--- config.mk ---
export PLATFORM = sky130hd
export DESIGN_NAME = mmio_uart_tx
export DESIGN_NICKNAME = d
export VERILOG_FILES = /design/src/rtl/mmio_uart_tx.sv
export SDC_FILE = /design/constraint.sdc
export NUM_CORES = 1
export LEC_CHECK = 0
export CAP_MARGIN = 30
export CORE_ASPECT_RATIO = 0.75
export CORE_UTILIZATION = 30
export CTS_CLUSTER_SIZE = 14
export DETAILED_ROUTE_END_ITERATION = 8
export MAX_ROUTING_LAYER = met4
export PLACE_DENSITY_LB_ADDON = 0.1
export SYNTH_ARGS = -nofsm -noshare
export SYNTH_HDL_FRONTEND = slang
export SYNTH_SLANG_ARGS = --single-unit
--- constraint.sdc ---
create_clock -name clk -period 2.4 [get_ports clk]
set_input_delay 0.48 -clock clk [delete_from_list [all_inputs] [get_ports clk]]
set_output_delay 0.48 -clock clk [all_outputs]
set_load 0.02 [all_outputs]
--- src/rtl/mmio_uart_tx.sv ---
// Memory-mapped 8N1 UART transmitter: TXDATA pushes into a TX FIFO, STATUS reports FIFO/FSM/overflow state.
module mmio_uart_tx #(
  parameter logic [31:0] BASE_ADDR    = 32'h0000_0100,
  parameter int unsigned CLKS_PER_BIT = 16,
  parameter int unsigned FIFO_DEPTH   = 8
) (
  input  logic        clk,
  input  logic        reset,
  input  logic        MemWrite,
  input  logic [31:0] DataAddr,
  input  logic [31:0] WriteData,
  output logic [31:0] RD,
  output logic        Hit,
  output logic        tx,
  output logic        Busy
);

  localparam int unsigned PW = $clog2(FIFO_DEPTH);
  localparam int unsigned BW = $clog2(CLKS_PER_BIT);
  localparam logic [BW-1:0] BAUD_MAX = BW'(CLKS_PER_BIT - 1);

  typedef enum logic [1:0] {IDLE, START, DATA, STOP} uartStateT;

  uartStateT     state;
  logic [7:0]    shiftReg;
  logic [2:0]    bitCnt;
  logic [BW-1:0] baudCnt;
  logic [PW:0]   wrPtr, rdPtr;
  logic [7:0]    fifoMem [FIFO_DEPTH];
  logic          ovf;

  logic full, empty, txWrite, push, overflow, ovfClr, pop;
  logic [31:0] status;
  logic unusedBits;

  assign Hit      = (DataAddr[31:3] == BASE_ADDR[31:3]);
  assign full     = (wrPtr[PW] != rdPtr[PW]) && (wrPtr[PW-1:0] == rdPtr[PW-1:0]);
  assign empty    = (wrPtr == rdPtr);
  assign txWrite  = MemWrite & Hit & ~DataAddr[2];
  assign push     = txWrite & ~full;
  assign overflow = txWrite & full;
  assign ovfClr   = MemWrite & Hit & DataAddr[2] & WriteData[3];
  assign pop      = ~empty & ((state == IDLE) | ((state == STOP) & (baudCnt == '0)));

  assign status = {28'd0, ovf, (state != IDLE), empty, full};
  assign RD     = (Hit & DataAddr[2]) ? status : '0;
  assign Busy   = ~empty | (state != IDLE);

  assign unusedBits = ^{DataAddr[1:0], WriteData[31:8]};

  always_ff @(posedge clk) begin
    if (push) fifoMem[wrPtr[PW-1:0]] <= WriteData[7:0];
  end

  always_ff @(posedge clk or posedge reset) begin
    if (reset) begin
      wrPtr <= '0;
      ovf   <= 1'b0;
    end else begin
      if (push) wrPtr <= wrPtr + (PW+1)'(1);
      // Overflow set takes priority over a same-edge software clear
      if (overflow)    ovf <= 1'b1;
      else if (ovfClr) ovf <= 1'b0;
    end
  end

  always_ff @(posedge clk or posedge reset) begin
    if (reset) begin
      state    <= IDLE;
      tx       <= 1'b1;
      shiftReg <= '0;
      bitCnt   <= '0;
      baudCnt  <= '0;
      rdPtr    <= '0;
    end else begin
      case (state)
        IDLE: begin
          tx <= 1'b1;
          if (pop) begin
            shiftReg <= fifoMem[rdPtr[PW-1:0]];
            rdPtr    <= rdPtr + (PW+1)'(1);
            bitCnt   <= '0;
            baudCnt  <= BAUD_MAX;
            tx       <= 1'b0;
            state    <= START;
          end
        end
        START: begin
          if (baudCnt == '0) begin
            baudCnt <= BAUD_MAX;
            tx      <= shiftReg[0];
            state   <= DATA;
          end else begin
            baudCnt <= baudCnt - BW'(1);
          end
        end
        DATA: begin
          if (baudCnt == '0) begin
            baudCnt <= BAUD_MAX;
            if (bitCnt == 3'd7) begin
              tx    <= 1'b1;
              state <= STOP;
            end else begin
              // tx is registered, so it takes the bit that becomes shiftReg[0] after this shift
              shiftReg <= shiftReg >> 1;
              tx       <= shiftReg[1];
              bitCnt   <= bitCnt + 3'd1;
            end
          end else begin
            baudCnt <= baudCnt - BW'(1);
          end
        end
        STOP: begin
          if (baudCnt == '0) begin
            if (pop) begin
              shiftReg <= fifoMem[rdPtr[PW-1:0]];
              rdPtr    <= rdPtr + (PW+1)'(1);
              bitCnt   <= '0;
              baudCnt  <= BAUD_MAX;
              tx       <= 1'b0;
              state    <= START;
            end else begin
              tx    <= 1'b1;
              state <= IDLE;
            end
          end else begin
            baudCnt <= baudCnt - BW'(1);
          end
        end
        default: begin
          tx    <= 1'b1;
          state <= IDLE;
        end
      endcase
    end
  end

endmodule

* After elaboration in Yosys (flattened, before gate mapping) *
Memory sizes are Yosys's and may differ from the RTL's.
Cells that the tools add are included.

cells by class
  shift operators = 0
  add/sub/neg operators = 4
  mux-type cells = 35
  bitwise logic cells = 14
  div/mod/pow operators = 0
  $mul = 0
  reductions and logical operators = 12
  equality and inequality tests = 14
  order comparisons = 0

operators with widths
  cell                                               number
  2-to-1 mux 8 bit                                   4
  == test 29 x 6 -> 1 bit (second input constant)    1
  2-to-1 mux 4 bit                                   6
  case mux 8 bit (3 select lines)                    1
  2-to-1 mux 3 bit                                   4
  case mux 4 bit (3 select lines)                    1
  2-to-1 mux 1 bit                                   10
  2-to-1 mux 2 bit                                   5
  inequality test 2 bit (second input constant)      5
  bitwise AND 1 bit                                  9
  case mux 3 bit (3 select lines)                    1
  adder 4 x 1 -> 4 bit (second input constant)       2
  case mux 2 bit (4 select lines)                    1
  case mux 4 bit (2 select lines)                    1
  nonzero test 2 bit                                 3
  AND reduction 5 bit                                1
  == test 2 bit (second input constant)              2
  == test 4 bit                                      1
  zero test 4 bit                                    1
  case mux 1 bit (4 select lines)                    1
  AND reduction 4 bit                                1
  subtractor 4 x 1 -> 4 bit (second input constant)  1
  adder 3 x 1 -> 3 bit (second input constant)       1
  == test 3 bit                                      1
  other kinds (12)                                   15

word-level totals
  register bits = 27
  memory bits (read-only) = 0
  input bits = 67
  latch bits = 0
  output and inout bits = 35
  logic and storage cells = 88
  bits in writable memories = 64
  memories kept = 1

memory list
  name     words  bits a word  rd ports  clocked after Yosys merged registers in  write ports  line  text
  fifoMem  8      8            1         0                                        1            29    logic [7:0] fifoMem [FIFO_DEPTH];

* Longest topological paths before layout *
Gate-level depths: netlist of run 1.

  depth after elaboration = 7
  gate-level depth with buffers = 8
  mapped depth without buffers = 7

* Worst setup path before layout of run 1 *
Ideal clock, no wire load.

  kind = input to register
  start point = in DataAddr[12]
  end point = mem fifoMem[0][0] (enable)
  library setup time = 0.383 ns
  buffers on the path = 0
  data arrival time = 2.139 ns
  slack = -0.122 ns
  stages on the path = 5
  data required time = 2.017 ns
  cells stage by stage = nor4_1 nand4_1 nor4_4 nand2b_1 nor3_1

between the ends
  cells in the longest elaborated chain, start to end = 6

ends and longest elaborated chain
  element                                 line  text
  start, declared                         10    input logic [31:0] DataAddr,
  == test 29 x 6 -> 1 bit                 36    assign Hit = (DataAddr[31:3] == BASE_ADDR[31:3]);
  bitwise AND 1 bit (2 in a row)          39    assign txWrite = MemWrite & Hit & ~DataAddr[2];
  bitwise AND 1 bit                       40    assign push = txWrite & ~full;
  2-to-1 mux 1 bit                        52    if (push) fifoMem[wrPtr[PW-1:0]] <= WriteData[7:0];
  2-to-1 mux 1 bit (implied by the code)  52
  end, declared                           29

Every way passes these cells.

* Worst setup path after layout of run 1 *
  start point = reg wrPtr[0]
  end point = out Busy

between the ends
  cells in the longest elaborated chain, start to end = 3

ends and longest elaborated chain
  element                 line  text
  start, declared         28    logic [PW:0] wrPtr, rdPtr;
  start signal, assigned  60    if (push) wrPtr <= wrPtr + (PW+1)'(1);
  == test 4 bit           38    assign empty = (wrPtr == rdPtr);
  inverter 1 bit          47    assign Busy = ~empty | (state != IDLE);
  OR 1 bit                47
  end, declared           15    output logic Busy

Every way passes these cells.

==> impl_metrics.json, run 1 <==
{
  "status": "finished clean",
  "nFillCells": 1307,
  "cp_max_fo": 3,
  "core-area_um2": 13980,
  "crit_arrival_ps": 1840,
  "final_layout_size_suffix_gt1_share_pct": 25.40,
  "async_reset_ff_share_pct": 29.67,
  "syn_inst": 295,
  "powerDensity_nw_per_um2": 659.8,
  "fin_crit_sh_pct": 96.60,
  "ys_types": 51,
  "place_area_um2": 5147,
  "seq_area_frac_synth_pct": 59.46,
  "clockPowerShare_pct": 38.6,
  "combPwrFrac_pct": 13.6,
  "cts.path.max_buffers": 2,
  "drc": 0,
  "cp-start-kind": "flip-flop",
  "hpwl_um": 6427,
  "tightest_slew_ps": 607.5,
  "seqPwrFrac_pct": 47.8,
  "final_common_cell": "edfxtp_1",
  "yosys.area.top_type": "edfxtp_1",
  "hold_path.class": "flip-flop to flip-flop",
  "num_rows": 37,
  "clk_pin_slew_ps": 80,
  "syn_area_per_cell_um2": 14.82,
  "antenna_found_initial": 0,
  "grt_max_degree": 28,
  "rsz0062_at_grt": "no",
  "antenna_cells": 0,
  "dp.cells": 554,
  "rrSetupSlack_ps": 220,
  "cts_made_buffers": 9,
  "drtIter0Drc": 188,
  "die_width_um": 141.4,
  "p_int_w": 0.002729,
  "fmax_mhz": 431.3,
  "final-seq-area_um2": 2601,
  "io_pins": 102,
  "cts_tree": "built",
  "yosys.area.top_type_share_pct": 43.97,
  "p_switching_w": 0.001019,
  "critPathKind": "flip-flop to output pin",
  "endpoint_kind": "output pin",
  "setup_viol": 0,
  "synth_warnings": 0,
  "area_delta_synth_final_pct": 29.97,
  "dieHeight_um": 106.5,
  "relSlewSlack_pct": 58.97,
  "wl_per_cell_um": 16.38,
  "maxCapViolCount": 0,
  "grt_overflow": 0,
  "ys_ff_latch": 91,
  "fin_cells": 573,
  "io_buffers": 47,
  "layout_common_cells": "edfxtp_1 (64), conb_1 (28), dlymetal6s2s_1 (25), buf_4 (25), dfrtp_1 (24)",
  "grt_pass1_vias": 2538,
  "sw_frac_of_total_pct": 27.20,
  "drt-total-wl_um": 9384,
  "report.final.slew_viol_count": 0,
  "clock_latency_ps": 350,
  "grt_use_total_pct": 13.93,
  "synth_area_um2": 4370,
  "cts-root-buf": "clkbuf_16",
  "ys_dominant_reg_cell": "edfxtp_1",
  "critPathRequiredTime_ps": 1920,
  "place_congestion": 0.7797,
  "drtAntennaViolNets": 0,
  "ctsHtreeMaxLevel": 3,
  "multiInputGateArea_um2": 1650,
  "p_leak_nw": 2.426,
  "start_util_pct": 31.26,
  "design_area_um2": 5680,
  "peakVddDrop_uv": 372.3,
  "grt_pass1_wl_um": 14880,
  "ys_top_cells_by_area": "edfxtp_1 (44%), dfrtp_1 (15%), buf_4 (5.0%)",
  "hold_viol_final": 0,
  "dr.pass1.iters": 5,
  "period_needed_ps": 2318,
  "skew_ps": 12.20,
  "viasPerCell": 4.546,
  "cts_num_sinks": 91,
  "synth-edff-count": 64,
  "via_count": 2605,
  "fin_nets": 450,
  "die_area_um2": 15060
}
-- final cells by class --
class / count / area share (%)
Tap cell: 195 / 4.295
Inverter: 16 / 1.057
Multi-Input combinational cell: 176 / 29.05
Timing Repair Buffer: 79 / 14.36
Clock buffer: 9 / 3.965
Sequential cell: 91 / 45.79
Clock inverter: 7 / 1.476
-- critical path, stage by stage, from the launching register on --
cell and delay [ps]:
dfrtp_2 460, xor2_4 210, nor4b_4 330, buf_6 140, nand2_1 40, dlygate4sd2_1 320
-- routing by layer --
metal | wire (µm) | global-route usage [%]
met5 | 0 | -
met4 | 52 | 3.917
met3 | 322 | 3.514
met2 | 4245 | 19.20
met1 | 4763 | 20.10
-- cells in the mapped netlist, types with 2 or more instances --
library cell  instances
edfxtp_1             64
and3_1                5
xnor2_1               4
inv_1                16
xor2_4                2
clkbuf_1              4
o21ai_0               4
dfrtp_1              26
nand2_1              13
buf_6                 3
a222oi_1              6
nand4_1               3
nor4_1                7
o31ai_1               4
buf_2                 2
mux4_1                8
nor2_1               16
xor2_1                4
a221oi_1              2
a21oi_1               7
nor3_1                7
mux2_2                4
mux2i_1               8
nor2b_1               2
mux4_2                8
nand2b_1              3
buf_4                29
ha_1                 10
a22o_1                2
-- sequential cells by signal, indices dropped and copies added, names as in the netlist --
signal	cells
baudCnt	4
bitCnt	3
fifoMem	64
ovf	1
rdPtr	4
shiftReg	8
state	2
tx	1
wrPtr	4
-- repair_timing --
item                                    CTS  global route
pin swaps                                 7            13
buffers inserted                          1             2
endpoints found under the setup margin   62            72
hold buffers                              0             0
hold endpoints to repair                  0             0
gates resized for setup                  42            44
-- through the flow --
step	setup TNS, ps	utilization [%]	hold slack [ps]	worst slack (ps)	total power [W]
floorplan	0	-	461.9	88.66	0.002169
finish	0	40.63	479.4	81.60	0.003748
global placement	-32990	36.82	479.7	-559.9	0.002336
global route	0	40.63	525.8	8.181	0.003917
detailed placement	-28920	36.82	474.1	-568.0	0.002332
CTS	-87.99	39.42	485.5	-79.41	0.003781
-- cells by family after synthesis --
| family | Yosys count | synth area share (%) |
|---|---|---|
| AOI/OAI and AO/OA | 34 | 5.927 |
| xor gates and xnor gates | 10 | 2.863 |
| adders and majority gates | 10 | 2.863 |
| buffers and inverters | 55 | 8.044 |
| DFF | 91 | 59.46 |
| muxes | 29 | 12.14 |
| other | 1 | 0.08580 |
| and+or+nand+nor | 65 | 8.617 |
-- path summary, 6_finish.rpt --
path | from | to | cells after the start
max | wrPtr[0] | Busy | 5
min | tx | tx | 2
max reg2reg | wrPtr[0] | wrPtr[1] | 7
min reg2reg | tx | tx | 2
max in group asynchronous | reset | tx | 3
min in group asynchronous | reset | baudCnt[2] | 3
-- power groups by stage --
stage / Sequential [W] / Combinational [W] / Clock (W)
2_1_floorplan: 0.00182 / 0.000347 / 0
3_3_place_gp: 0.00182 / 0.000511 / 0
3_5_place_dp: 0.00182 / 0.000508 / 0
4_1_cts: 0.00179 / 0.000506 / 0.00148
5_1_grt: 0.00180 / 0.000569 / 0.00155
6_report: 0.00179 / 0.000510 / 0.00145
(Power assumes the default switching activity.)
==> run 2, diff against run 1 <==
--- a/config.mk
+++ b/config.mk
@@ -7,7 +7,7 @@
 export LEC_CHECK = 0
 export CAP_MARGIN = 30
 export CORE_ASPECT_RATIO = 0.75
-export CORE_UTILIZATION = 30
+export CORE_UTILIZATION = 45
 export CTS_CLUSTER_SIZE = 14
 export DETAILED_ROUTE_END_ITERATION = 8
 export MAX_ROUTING_LAYER = met4
==> run 2 against run 1 <==
  * Sequential power about the same
  * Core utilization up 19 points
  * Wire length down 7.7%
  * Non-clock buffer count down 1
==> impl_metrics.json, run 2 (synthesis gave the netlist of run 1 again) <==
{
  "status": "finished clean",
  "grt_pass1_vias": 2545,
  "period_needed_ps": 2307,
  "hold_path.class": "flip-flop to flip-flop",
  "antenna_found_initial": 0,
  "worstHoldPathCells": 2,
  "drtAntennaViolNets": 0,
  "io_pins": 102,
  "peakVddDrop_uv": 375.1,
  "cp-start-kind": "input pin",
  "grt_max_degree": 28,
  "io_buffers": 47,
  "hp-start": "tx",
  "antenna_cells": 0,
  "wl_per_cell_um": 17.16,
  "seqPwrFrac_pct": 47.7,
  "fin_util_pct": 59.24,
  "fin_hold_ws_ps": 472.3,
  "die_area_um2": 10110,
  "skew_ps": 6.689,
  "place_congestion": 0.7893,
  "viasPerCell": 5.133,
  "via_count": 2592,
  "report.final.slew_viol_count": 0,
  "r2r_cells": 7,
  "cts_tree": "built",
  "tightest_slew_ps": 608.4,
  "hpwl_um": 5800,
  "cts_made_buffers": 9,
  "layout_common_cells": "edfxtp_1 (64), buf_4 (30), conb_1 (28)",
  "reg2reg_to": "baudCnt[0]",
  "hold_end": "tx",
  "core-area_um2": 9234,
  "cts_num_sinks": 91,
  "cts-root-buf": "clkbuf_16",
  "critPathRequiredTime_ps": 2450,
  "fin_nets": 449,
  "place_ws_ps": -556.6,
  "powerDensity_nw_per_um2": 689.1,
  "cts.path.max_buffers": 2,
  "crit_arrival_ps": 2350,
  "p_int_w": 0.002875,
  "largest_reg_flops": 64,
  "start_util_pct": 47.33,
  "clk_pin_slew_ps": 60,
  "grt_pass1_wl_um": 13890,
  "final_common_cell": "edfxtp_1",
  "relSlewSlack_pct": 59.44,
  "rrSetupSlack_ps": 260,
  "grt_overflow": 0,
  "fin_crit_sh_pct": 96.13,
  "maxCapViolCount": 0,
  "p_leak_nw": 2.272,
  "die_width_um": 115.8,
  "layout_setup_ws_ps": 92.96,
  "clockPowerShare_pct": 39.2,
  "endpoint_kind": "flip-flop",
  "area_delta_synth_final_pct": 25.16,
  "clock_latency_ps": 330,
  "setup_viol": 0,
  "dr.pass1.iters": 5,
  "drc": 0,
  "p_switching_w": 0.0008940,
  "fmax_mhz": 433.5,
  "num_rows": 30,
  "combPwrFrac_pct": 13.1,
  "final_layout_size_suffix_gt1_share_pct": 23.08,
  "grt_use_total_pct": 19.37,
  "cp_max_fo": 8,
  "drt-total-wl_um": 8664,
  "finalPower_w": 0.003769,
  "hold_viol_final": 0,
  "ctsHtreeMaxLevel": 3,
  "critPathKind": "input pin to flip-flop",
  "r2r_start": "baudCnt[0]",
  "dieHeight_um": 87.35,
  "drtIter0Drc": 193,
  "sw_frac_of_total_pct": 23.72
}
run 2: cell types whose count changed in the layout (fill, tap and decap cells not counted), sizes merged:
cell / delta
dlygate4sd2: +12
buf: -3
clkbuf: +2
clkdlybuf4s15: +7
inv: -6
dlymetal6s2s: -17
bufinv: +2
clkinv: +2
clkdlybuf4s50: -1
clkinvlp: +1
run 2: metal layers:
| layer | vias to the layer above | global-route usage [%] | routed length, µm |
|---|---|---|---|
| li1 | 1222 | - | - |
| met1 | 1283 | 28.70 | 4342 |
| met2 | 79 | 26.95 | 3813 |
| met3 | 8 | 4.454 | 448 |
| met4 | 0 | 4.545 | 59 |
| met5 | - | - | 0 |
run 2: layout make-up:
type,instances,area (µm²)
clock buffer,10,229.0
clock inverter,6,90.09
fill,742,3764
inverter,16,60.06
multi-input combinational,176,1610
sequential,91,2600
tap,128,160.2
timing repair buffer,78,720.7
run 2: worst max-delay path by stage:
stage	startpoint	endpoint	slack, ps
2_1_floorplan	DataAddr[12]	fifoMem[1][0]	90
3_3_place_gp	DataAddr[19]	RD[2]	-570
3_5_place_dp	DataAddr[19]	RD[2]	-560
4_1_cts	DataAddr[24]	fifoMem[0][2]	3
5_1_grt	DataAddr[4]	fifoMem[0][5]	-10
6_report	DataAddr[4]	fifoMem[0][2]	90
run 2: power groups by stage:
stage               Combinational, W  Sequential (W)  Clock [W]
CTS                         0.000483         0.00180    0.00151
global placement            0.000482         0.00183          0
finish                      0.000495         0.00180    0.00148
floorplan                   0.000347         0.00182          0
detailed placement          0.000491         0.00183          0
global route                0.000550         0.00181    0.00158
run 2: metrics by stage:
step | TNS, ps | cell area, µm² | instances
floorplan | 0 | 4482 | 322
global placement | -35330 | 5041 | 484
detailed placement | -34510 | 5041 | 484
CTS | 0 | 5369 | 502
global route | -60.55 | 5470 | 505
finish | 0 | 5470 | 505
run 2: what timing repair did:
action | in CTS | in global routing
hold buffers | 0 | 0
buffers inserted | 2 | 4
setup endpoints to repair | 71 | 73
gates resized for setup | 43 | 29
pin swaps | 5 | 12
hold endpoints to repair | 0 | 0
run 2: worst max-delay path, cell delays in order:
cell             delay [ps]
clkdlybuf4s50_1         420
nor3_2                  110
nand4_1                 210
buf_4                   220
nor4_4                  330
nand2b_1                180
nor3_2                  190
clkbuf_16               200
==> run 3, diff against run 2 <==
--- a/config.mk
+++ b/config.mk
@@ -5,8 +5,10 @@
 export SDC_FILE = /design/constraint.sdc
 export NUM_CORES = 1
 export LEC_CHECK = 0
+export ABC_CLOCK_PERIOD_IN_PS = 2400
 export CAP_MARGIN = 30
 export CORE_ASPECT_RATIO = 0.75
+export CORE_MARGIN = 4
 export CORE_UTILIZATION = 45
 export CTS_CLUSTER_SIZE = 14
 export DETAILED_ROUTE_END_ITERATION = 8
==> run 3 against run 2 <==
  * Power fell by 3.5%
  * Core utilization rose by 0.23 points
  * Cell count rose by 0.40%
  * First-iteration DRC count fell by 6.7%
  * Highest routed layer unchanged
==> impl_metrics.json, run 3 (synthesis gave the netlist of run 1 again) <==
{
  "io_pins": 102,
  "fin_util_pct": 59.47,
  "setup_viol": 0,
  "skew_ps": 6.751,
  "powerDensity_nw_per_um2": 659.6,
  "cpMaxStageDelayCell": "dfrtp_2",
  "final_layout_size_suffix_gt1_share_pct": 24.80,
  "crit_arrival_ps": 1810,
  "cts_num_sinks": 91,
  "io_buffers": 47,
  "fin_hold_ws_ps": 474.5,
  "multiInputGateArea_um2": 1630,
  "drtAntennaViolNets": 0,
  "hold_viol_final": 0,
  "area_delta_synth_final_pct": 26.17,
  "hpwl_um": 6286,
  "grt_pass1_wl_um": 13720,
  "cts_made_buffers": 9,
  "peakVddDrop_uv": 385.3,
  "dr.pass1.iters": 4,
  "relSlewSlack_pct": 59.79,
  "design_area_um2": 5514,
  "dp.cells": 485,
  "viasPerCell": 5.083,
  "rsz0062_at_grt": "no",
  "grt_pass1_vias": 2545,
  "p_leak_nw": 2.379,
  "report.final.slew_viol_count": 0,
  "status": "finished clean",
  "via_count": 2577,
  "clk_pin_slew_ps": 70,
  "dieHeight_um": 93.35,
  "antenna_found_initial": 0,
  "place_area_um2": 5024,
  "path_cells": "xor2_4 -> nor4b_4 -> buf_4 -> nand2_1 -> dlygate4sd2_1",
  "clock_latency_ps": 340,
  "die_width_um": 121.8,
  "grt_overflow": 0,
  "tightest_slew_ps": 595.4,
  "num_rows": 30,
  "cts-root-buf": "clkbuf_16",
  "crit_family": "buffers and inverters",
  "place_congestion": 0.7397,
  "fin_cells": 507,
  "antenna_cells": 0,
  "period_needed_ps": 2293,
  "critPathRequiredTime_ps": 1920,
  "cts.path.max_buffers": 2,
  "cts_tree": "built",
  "drc": 0,
  "cp_max_fo": 3,
  "grt_use_total_pct": 16.80,
  "cp-start-kind": "flip-flop",
  "finalPower_w": 0.003637,
  "hold_path.class": "flip-flop to flip-flop",
  "die_area_um2": 11370,
  "endpoint_kind": "output pin",
  "core-area_um2": 9271,
  "drtIter0Drc": 180,
  "fmax_mhz": 436.1,
  "start_util_pct": 47.14,
  "max_stage_delay_ps": 440,
  "critPathKind": "flip-flop to output pin",
  "ctsHtreeMaxLevel": 3,
  "largest_reg_flops": 64,
  "wl_per_cell_um": 17.45,
  "fin_nets": 451,
  "fin_crit_sh_pct": 95.54,
  "nFillCells": 718,
  "path_buf_inv": 2,
  "drt-total-wl_um": 8848,
  "maxCapViolCount": 0,
  "final-seq-area_um2": 2601,
  "hold_buffers": 0,
  "layout_common_cells": "edfxtp_1 (64), buf_4 (31), conb_1 (28)",
  "final_common_cell": "edfxtp_1",
  "grt_max_degree": 28
}
## run 3: worst paths after layout
| kind | to | slack [ps] | start | cells after the start |
|---|---|---|---|---|
| worst max-delay path | Busy | 110 | rdPtr[1] | 5 |
| worst min-delay path | tx | 470 | tx | 2 |
| worst max register to register | wrPtr[3] | 250 | wrPtr[0] | 7 |
| worst min register to register | tx | 470 | tx | 2 |
| max in group asynchronous | tx | 1580 | reset | 3 |
| min in group asynchronous | wrPtr[2] | 490 | reset | 3 |
## run 3: metal layers
metal | part of all wire [%] | vias up | track usage [%]
li1 | - | 1237 | -
met1 | 48 | 1274 | 23.52
met2 | 47 | 58 | 24.49
met3 | 3.9 | 8 | 4.353
met4 | 0.81 | 0 | 4.757
met5 | 0 | - | -
## run 3: worst register-to-register path: cells and delay by family (launching register included)
kind	cells	cell delay (ps)
AO/OA/AOI/OAI	1	610
XOR/XNOR	2	350
buffers and inverters	2	340
flip-flops	1	450
AND/OR/NAND/NOR	2	290
## run 3: repair_timing
| item | 4_1_cts | 5_1_grt |
|---|---|---|
| pin swaps | 9 | 14 |
| setup endpoints to repair | 29 | 71 |
| gates resized for setup | 41 | 34 |
| setup buffers | 5 | 1 |
## run 3: stage by stage
stage	TNS, ps	setup slack [ps]
2_1_floorplan	0	88.66
3_3_place_gp	-26240	-537.5
3_5_place_dp	-23690	-521.4
4_1_cts	0	4.178
5_1_grt	0	3.023
6_report	0	106.9
## run 3: final cells by class
type                       instances  area share (%)
inverter                          16           1.089
clock buffer                       9           4.084
sequential                        91           47.17
clock inverter                     7           1.089
timing repair buffer              80           14.09
tap                              128           2.904
multi-input combinational        176           29.57
## run 3: where the power goes
group	internal [W]	total [W]	switching (W)
clock	0.000723	0.00134	0.000619
combinational	0.000211	0.000495	0.000285
sequential	0.00175	0.00180	0.0000462
